**config.mk**
```make
export PLATFORM = sky130hd
export DESIGN_NAME = skip_ctrl
export DESIGN_NICKNAME = d
export VERILOG_FILES = /design/src/rtl/skip_pkg.sv /design/src/rtl/skip_bres.sv /design/src/rtl/skip_ctrl.sv
export SDC_FILE = /design/constraint.sdc
export NUM_CORES = 1
export LEC_CHECK = 0
export ABC_AREA = 0
export CAP_MARGIN = 20
export CORE_MARGIN = 10
export CORE_UTILIZATION = 48
export DETAILED_ROUTE_END_ITERATION = 10
export GPL_TIMING_DRIVEN = 1
export PLACE_DENSITY = 0.76
export SLEW_MARGIN = 20
export SYNTH_ARGS = -nofsm -noshare
export SYNTH_HDL_FRONTEND = slang
export SYNTH_HIERARCHICAL = 1
export SYNTH_SLANG_ARGS = --single-unit
export TNS_END_PERCENT = 1
```
**constraint.sdc**
```tcl
create_clock -name iCLK -period 2.4 [get_ports iCLK]
set_clock_uncertainty 0.15 [all_clocks]
set_input_delay 0.72 -clock iCLK [delete_from_list [all_inputs] [get_ports iCLK]]
set_output_delay 0.72 -clock iCLK [all_outputs]
set_load 0.05 [all_outputs]
```
**src/rtl/skip_pkg.sv**
```systemverilog
// Shared types and helpers for the clock-skip ring control stage.
// State encoding, default geometry and the skip-count clamp.
package skip_pkg;

   localparam int LEN_DEF = 16;
   localparam int CW_DEF  = 5;

   typedef enum logic [1:0] {
      S_IDLE  = 2'd0,
      S_GEN   = 2'd1,
      S_LOAD1 = 2'd2,
      S_LOAD2 = 2'd3
   } skip_state_e;

   // At least one pulse per ring period must always pass.
   function automatic int clamp_cnt(input int cnt, input int len);
      return (cnt > len - 1) ? len - 1 : cnt;
   endfunction

endpackage

```
**src/rtl/skip_bres.sv**
```systemverilog
// One Bresenham accumulator step: emits the mask bit for the
// current slot and the accumulator for the next slot.
module skip_bres
   import skip_pkg::*;
#(
   parameter int LEN = LEN_DEF,
   parameter int CW  = CW_DEF
) (
   input  logic [CW-1:0] acc_i,
   input  logic [CW-1:0] neff_i,
   output logic [CW-1:0] acc_o,
   output logic          bit_o
);

   localparam logic [CW:0] LenW = (CW+1)'(LEN);

   logic [CW:0] sum;
   logic [CW:0] wrap;

   assign sum  = {1'b0, acc_i} + {1'b0, neff_i};
   assign wrap = sum - LenW;

   always_comb begin
      bit_o = 1'b0;
      acc_o = sum[CW-1:0];
      if (sum >= LenW) begin
         bit_o = 1'b1;
         acc_o = wrap[CW-1:0];
      end
   end

endmodule

```
**src/rtl/skip_ctrl.sv**
```systemverilog
// Control stage for the clock-skip ring: builds an evenly spread
// skip mask, commits it and reloads the ring with E held low.
module skip_ctrl
   import skip_pkg::*;
#(
   parameter int LEN = LEN_DEF,
   parameter int CW  = CW_DEF,
   parameter logic [LEN-1:0] SEL0 = {{(LEN-1){1'b0}}, 1'b1}
) (
   input  logic           iCLK,
   input  logic           RST,
   input  logic           WR,
   input  logic [CW-1:0]  CNT,
   input  logic           ENA,
   output logic [LEN-1:0] MASK,
   output logic [LEN-1:0] rSEL,
   output logic           oRST,
   output logic           oE,
   output logic           BUSY,
   output logic           DONE
);

   localparam int IW = $clog2(LEN);
   localparam logic [IW-1:0] LastIdx = IW'(LEN - 1);

   skip_state_e    state_q, state_d;
   logic [CW-1:0]  neff_q, neff_d;
   logic [CW-1:0]  acc_q, acc_d;
   logic [IW-1:0]  idx_q, idx_d;
   logic [LEN-1:0] shadow_q, shadow_d;
   logic [LEN-1:0] mask_q, mask_d;
   logic           pend_q, pend_d;
   logic [CW-1:0]  pcnt_q, pcnt_d;
   logic           orst_q, orst_d;
   logic           rsth_q;
   logic           oe_q, oe_d;
   logic           busy_q, busy_d;
   logic           done_q, done_d;

   logic [CW-1:0]  cnt_eff;
   logic [CW-1:0]  bres_acc;
   logic           bres_bit;

   assign cnt_eff = CW'(clamp_cnt(int'(CNT), LEN));

   skip_bres #(
      .LEN (LEN),
      .CW  (CW)
   ) u_bres (
      .acc_i  (acc_q),
      .neff_i (neff_q),
      .acc_o  (bres_acc),
      .bit_o  (bres_bit)
   );

   always_comb begin
      state_d  = state_q;
      neff_d   = neff_q;
      acc_d    = acc_q;
      idx_d    = idx_q;
      shadow_d = shadow_q;
      mask_d   = mask_q;
      pend_d   = pend_q;
      pcnt_d   = pcnt_q;
      done_d   = 1'b0;

      if (WR && state_q != S_IDLE) begin
         pend_d = 1'b1;
         pcnt_d = cnt_eff;
      end

      unique case (state_q)
         S_IDLE: begin
            if (WR || pend_q) begin
               neff_d   = WR ? cnt_eff : pcnt_q;
               acc_d    = '0;
               idx_d    = '0;
               shadow_d = '0;
               pend_d   = 1'b0;
               state_d  = S_GEN;
            end
         end
         S_GEN: begin
            acc_d           = bres_acc;
            shadow_d[idx_q] = bres_bit;
            idx_d           = idx_q + 1'b1;
            if (idx_q == LastIdx) begin
               // Registered so MASK is valid in the LOAD1 cycle.
               mask_d  = shadow_d;
               state_d = S_LOAD1;
            end
         end
         S_LOAD1: begin
            state_d = S_LOAD2;
         end
         S_LOAD2: begin
            done_d  = 1'b1;
            state_d = S_IDLE;
         end
         default: begin
            state_d = S_IDLE;
         end
      endcase

      oe_d   = (state_d == S_IDLE) && ENA;
      busy_d = (state_d != S_IDLE);
      orst_d = rsth_q || (state_d == S_LOAD1) || (state_d == S_LOAD2);
   end

   always_ff @(posedge iCLK) begin
      if (RST) begin
         state_q  <= S_IDLE;
         neff_q   <= '0;
         acc_q    <= '0;
         idx_q    <= '0;
         shadow_q <= '0;
         mask_q   <= '0;
         pend_q   <= 1'b0;
         pcnt_q   <= '0;
         orst_q   <= 1'b1;
         rsth_q   <= 1'b1;
         oe_q     <= 1'b0;
         busy_q   <= 1'b0;
         done_q   <= 1'b0;
      end else begin
         state_q  <= state_d;
         neff_q   <= neff_d;
         acc_q    <= acc_d;
         idx_q    <= idx_d;
         shadow_q <= shadow_d;
         mask_q   <= mask_d;
         pend_q   <= pend_d;
         pcnt_q   <= pcnt_d;
         orst_q   <= orst_d;
         rsth_q   <= 1'b0;
         oe_q     <= oe_d;
         busy_q   <= busy_d;
         done_q   <= done_d;
      end
   end

   assign MASK = mask_q;
   assign rSEL = SEL0;
   assign oRST = orst_q;
   assign oE   = oe_q;
   assign BUSY = busy_q;
   assign DONE = done_q;

endmodule
```
After elaboration in Yosys (flattened, before gate mapping):

Index checks and enable logic that the tools add are counted.

* output and inout bits: 36
* register bits: 59
* word-level logic and storage cells: 62
* input port bits: 9

* equality and inequality tests: 7
* $add $sub $neg: 3
* reduce and logical (&&, ||, !) cells: 14
* order comparisons: 4
* mux-type cells: 21

Operators with widths (number)
* 16-bit case mux with 2 select lines: 1
* 5-bit two-way mux: 4
* 16-bit bitwise mux: 1
* 16-bit two-way mux: 1
* 5-bit case mux with 2 select lines: 1
* 2-bit equality test (second input constant): 4
* 2-bit case mux with 4 select lines: 1
* 4-bit case mux with 2 select lines: 1
* 1-bit two-way mux: 7
* 5-bit by 5-bit adder with 6-bit output: 1
* 6-bit by 5-bit greater-or-equal comparator with 1-bit output (second input constant): 1
* 2-bit AND reduction: 3
* 2-bit nonzero test: 3
* 5-bit by 4-bit > comparator with 1-bit output (second input constant): 1
* 4-bit by 5-bit less-than comparator with 1-bit output (second input constant): 1
* 5-bit subtractor (second input constant): 1
* 4-bit by 1-bit adder with 4-bit output (second input constant): 1
* 1-bit demux with 4-bit select: 1
* 4-bit equality test (second input constant): 1
* 4-bit by 1-bit greater-or-equal comparator with 1-bit output (second input constant): 1
* 2-bit logical NOT: 2
* 2-bit two-way mux: 2
* 4-bit two-way mux: 1
* 1-bit logical AND: 3
* other kinds (3): 5

Longest topological paths before layout:

* depth after elaboration: 6
* gate-level depth with buffers: 10
* gate-level depth less buffers: 9

Cells and area by module:

The synthesis kept the hierarchy.

Modules (own cells, without submodules)
* skip_ctrl: sequential area each 1161.1 µm², instances 1, cells an instance 307, area an instance 2686.3 µm²
* skip_bres: sequential area each 0.0 µm², instances 1, cells an instance 22, area an instance 193.9 µm²

Worst setup path before layout:

No wires, ideal clock.

* path kind: reg2reg
* start point: reg acc_q[0]
* end point: reg shadow_q[0]
* buffers on the path: 1
* path slack: -0.060 ns
* data arrival time: 2.231 ns
* data required time: 2.171 ns
* clock period less this slack: 2.460 ns
* stages on the path, launching flop included: 11
* library setup time: 0.079 ns
* cells stage by stage: dfxtp_1 > ha_1 > fa_1 > a21oi_1 > nor2b_2 > and3_2 > o21ai_1 > and4bb_2 > clkbuf_1 > nand3_1 > o211ai_1

* cells in the longest elaborated chain, start to end: 5

Ends and longest elaborated chain
* start: declaration: RTL line skip_ctrl.sv:28 `logic [CW-1:0] acc_q, acc_d;`
* start signal: assignment: RTL line skip_ctrl.sv:114 `acc_q <= '0;`
* start signal: assignment: RTL line skip_ctrl.sv:128 `acc_q <= acc_d;`
* 5-bit by 5-bit adder with 6-bit output: RTL line skip_bres.sv:20 `assign sum = {1'b0, acc_i} + {1'b0, neff_i};`
* 6-bit by 5-bit greater-or-equal comparator with 1-bit output: RTL line skip_bres.sv:26 `if (sum >= LenW) begin`
* 1-bit two-way mux: RTL line skip_bres.sv:26
* via bres_bit: RTL line skip_ctrl.sv:42 `logic bres_bit;`
* 16-bit bitwise mux: RTL line skip_ctrl.sv:85 `shadow_d[idx_q] = bres_bit;`
* 16-bit case mux with 2 select lines: RTL line skip_ctrl.sv:72 `unique case (state_q)`
* end signal: assignment: RTL line skip_ctrl.sv:130 `shadow_q <= shadow_d;`
* end: declaration: RTL line skip_ctrl.sv:30 `logic [LEN-1:0] shadow_q, shadow_d;`

The timed path passes the listed nets, and every way through them passes these cells.
A chain may end at the register's enable or synchronous reset.

Worst setup path after layout:

* start point: reg mask_q[3] (netlist: MASK[3])
* end point: out MASK[3]

RTL lines
* start: declaration: RTL line skip_ctrl.sv:31 `logic [LEN-1:0] mask_q, mask_d;`
* start signal: assignment: RTL line skip_ctrl.sv:131 `mask_q <= mask_d;`
* end: declaration: RTL line skip_ctrl.sv:15 `output logic [LEN-1:0] MASK,`

No word-level cell between the ends.

==> metrics.yaml <==
synth-main-ff-cell: "dfxtp_1"
vias: 2331
design_power_total_mw: 2.230
grt_pass1_vias: 2285
synth_area_per_cell_um2: 8.755
worst_r2r_startpoint: "neff_q[0]"
gr-usage-met3_pct: 4.339
min_path_cells: 2
status: "finished, final reports clean"
fmax_mhz: 426.5
dieWidth_um: 97.47
max_cap_viol_count: 0
cp.depth: 1
clock_latency_ns: 0.33
switchingPower_mw: 0.5602
cts_made_buffers: 9
grt_util_all_layers_pct: 12.78
post_drt_wl_per_cell_um: 14.68
drc: 0
synth_top_area_share_pct: 40.31
clk_pin_slew_worst_paths_ns: 0.06
synth_largest_area_cell: "dfxtp_1"
crit_path_cell_trace: "clkdlybuf4s50_1"
rsz0062_at_grt: "false"
core_mm2: 0.005886
grt-busiest-layer: "met2"
grt_overflow_total: 0
ant_nets: 0
cpPeakStageDelay_ns: 0.81
netlist_area_mm2: 0.002880
netlist_top_cells_area: "dfxtp_1, a211oi_1, buf_4"
path_class: "register to output pin"
root_buffer: "clkbuf_8"
cp_slowest_cell: "clkdlybuf4s50_1"
critical_path.top_delay_family: "buffers and inverters"
hold_buffers: 0
die_y_um: 97.47
p_int_mw: 1.669
holdPathEnd: "oRST"
yosysWarnings: 6
synth.most_common_cell: "dfxtp_1"
htree_levels: 3
p_sw_share_pct: 25.12
grt_use_met2_pct: 21.05
synthToLayoutAreaGrowth_pct: 16.42
grt_max_degree: 21
power_frac_seq_pct: 45.1
pwr-share-comb_pct: 11.6
crit_arrival_ns: 1.47
critical_path_buf_inv_count: 1
final_area_mm2: 0.003353
row_count: 28
place_ws_ns: -0.1846
r2r-end: "shadow_q[12]"
grt_pass1_wl_um: 10430
io_buffers: 28
async_reset_ff_share_pct: 0
finalSetupViolations: 0
cts_tree: "built"
die_area_mm2: 0.009499
synth.distinct_cells: 50
r2r_slack_ns: 0.15
synth-edff-count: 0
antenna_found_initial: 0
place_area_mm2: 0.003115
maxSlewHeadroom_pct: 47.61
required_ns: 1.53
crit_path_end_kind: "output pin"
gp_congestion: 0.8237
n_antenna_cell: 0
hold_start: "rsth_q"
fin_crit_ns: 2.344
tightest_slew_ns: 0.7842
ys_ff_latch: 58
num_io_pins: 45
hold_class: "register to register"
start_util_pct: 48.94
clock-sinks: 58
finalWorstSetupSlack_ns: 0.05554
min_period_over_period_pct: 97.69
dp_hpwl_um: 4335
drive_above_1_share_pct: 12.71
drt_iter0_drc: 130
power-per-cell-area_mw_per_mm2: 664.9
drtPass1Iterations: 4
routed_via_density: 5.434
r2r_cells: 9
p_clk_share_pct: 43.2
hold_violations: 0
wirelength_um: 6297
layout.nets: 370
worst_setup_path_start_kind: "register"
ys_seq_area_share_pct: 40.31
vdd_ir_drop_max_uv: 343.7
use_met1_pct: 14.71
synth_cells: 329
leakagePower_nw: 1.196
clockBufferDepth: 2
crit_fanout: 2
synth_commonest_cells: "dfxtp_1, nand3_1, a21oi_1, o21ai_0, nor2_1"
drv_slew: 0
-- kinds of logic (layout without fill, tap and decap cells) --
logic type / after synthesis / after routing / synth area share [%]
compound gates: 103 / 103 / 23.63
simple gates: 84 / 84 / 16.51
buf+inv: 65 / 76 / 12.34
flops: 58 / 58 / 40.31
fa+ha+maj: 10 / 10 / 4.605
mux: 4 / 4 / 1.434
xor+xnor: 3 / 3 / 0.9124
other cells: 2 / 16 / 0.2607
-- cell usage in the layout, fill, tap and decap left out, types with 2 or more instances in the layout --
cell type	instances
dfxtp_1	58
nand3_1	25
o21ai_0	24
a21oi_1	23
clkdlybuf4s50_1	23
nor2_1	21
inv_1	20
buf_4	19
a211oi_1	18
conb_1	16
clkbuf_8	10
nand3b_1	8
o22ai_1	8
ha_1	8
nand2_1	7
a2111o_1	7
a22o_1	6
o211ai_1	5
nor3_1	4
nor2b_1	3
mux2i_1	3
a21oi_2	3
a21o_1	2
and3_1	2
xnor2_1	2
nor3b_1	2
bufinv_16	2
-- sequential cells by signal, summed over array words and instances (netlist names) --
signal and cells:
MASK 16, shadow_q 15, acc_q 5, neff_q 5, pcnt_q 5, idx_q 4, state_q 2, BUSY 1
DONE 1, oE 1, oRST 1, pend_q 1, rsth_q 1
-- stage by stage --
| step | hold slack (ns) | TNS (ns) | instances | utilization, % |
|---|---|---|---|---|
| after CTS | 0.2928 | 0 | 428 | 56.63 |
| after detailed placement | 0.2779 | -0.9608 | 414 | 52.93 |
| after global placement | 0.2738 | -0.5272 | 414 | 52.93 |
| final | 0.2875 | 0 | 429 | 56.97 |
| after global routing | 0.3059 | 0 | 429 | 56.97 |
| after floorplan | 0.2606 | 0 | 343 | - |
-- worst max-delay path by stage --
| stage | endpoint | startpoint |
|---|---|---|
| 2_1_floorplan | shadow_q[0] | acc_q[0] |
| 3_3_place_gp | shadow_q[2] | RST |
| 3_5_place_dp | idx_q[1] | RST |
| 4_1_cts | shadow_q[12] | acc_q[0] |
| 5_1_grt | shadow_q[2] | RST |
| 6_report | MASK[3] | MASK[3] |
-- cell type report --
cell class,count,area (um^2)
clock buffers,11,141.4
clock inverters,3,65.06
repair buffers,42,372.9
multi-input cells,220,1444
flip-flops and latches,58,1161
fillers,538,2532
inverters,20,75.07
well taps,75,93.84
-- repair_timing --
item	CTS	global route
resized for setup	2	4
pin swaps	1	4
setup buffers	0	1
setup endpoints to repair	7	14
-- power by group through the flow --
stage	clock (mW)	sequential (mW)	combinational, mW
4_1_cts	0.984	1.01	0.256
3_5_place_dp	0	1.03	0.254
5_1_grt	1.02	1.01	0.280
3_3_place_gp	0	1.03	0.250
2_1_floorplan	0	1.03	0.221
6_report	0.964	1.01	0.260
-- per-layer routing --
layer	up-vias	routed length, um
met5	-	0
met4	0	68
li1	1180	-
met3	6	310
met1	1098	2930
met2	47	2987
Note: power is estimated with default switching activity, not from simulation.
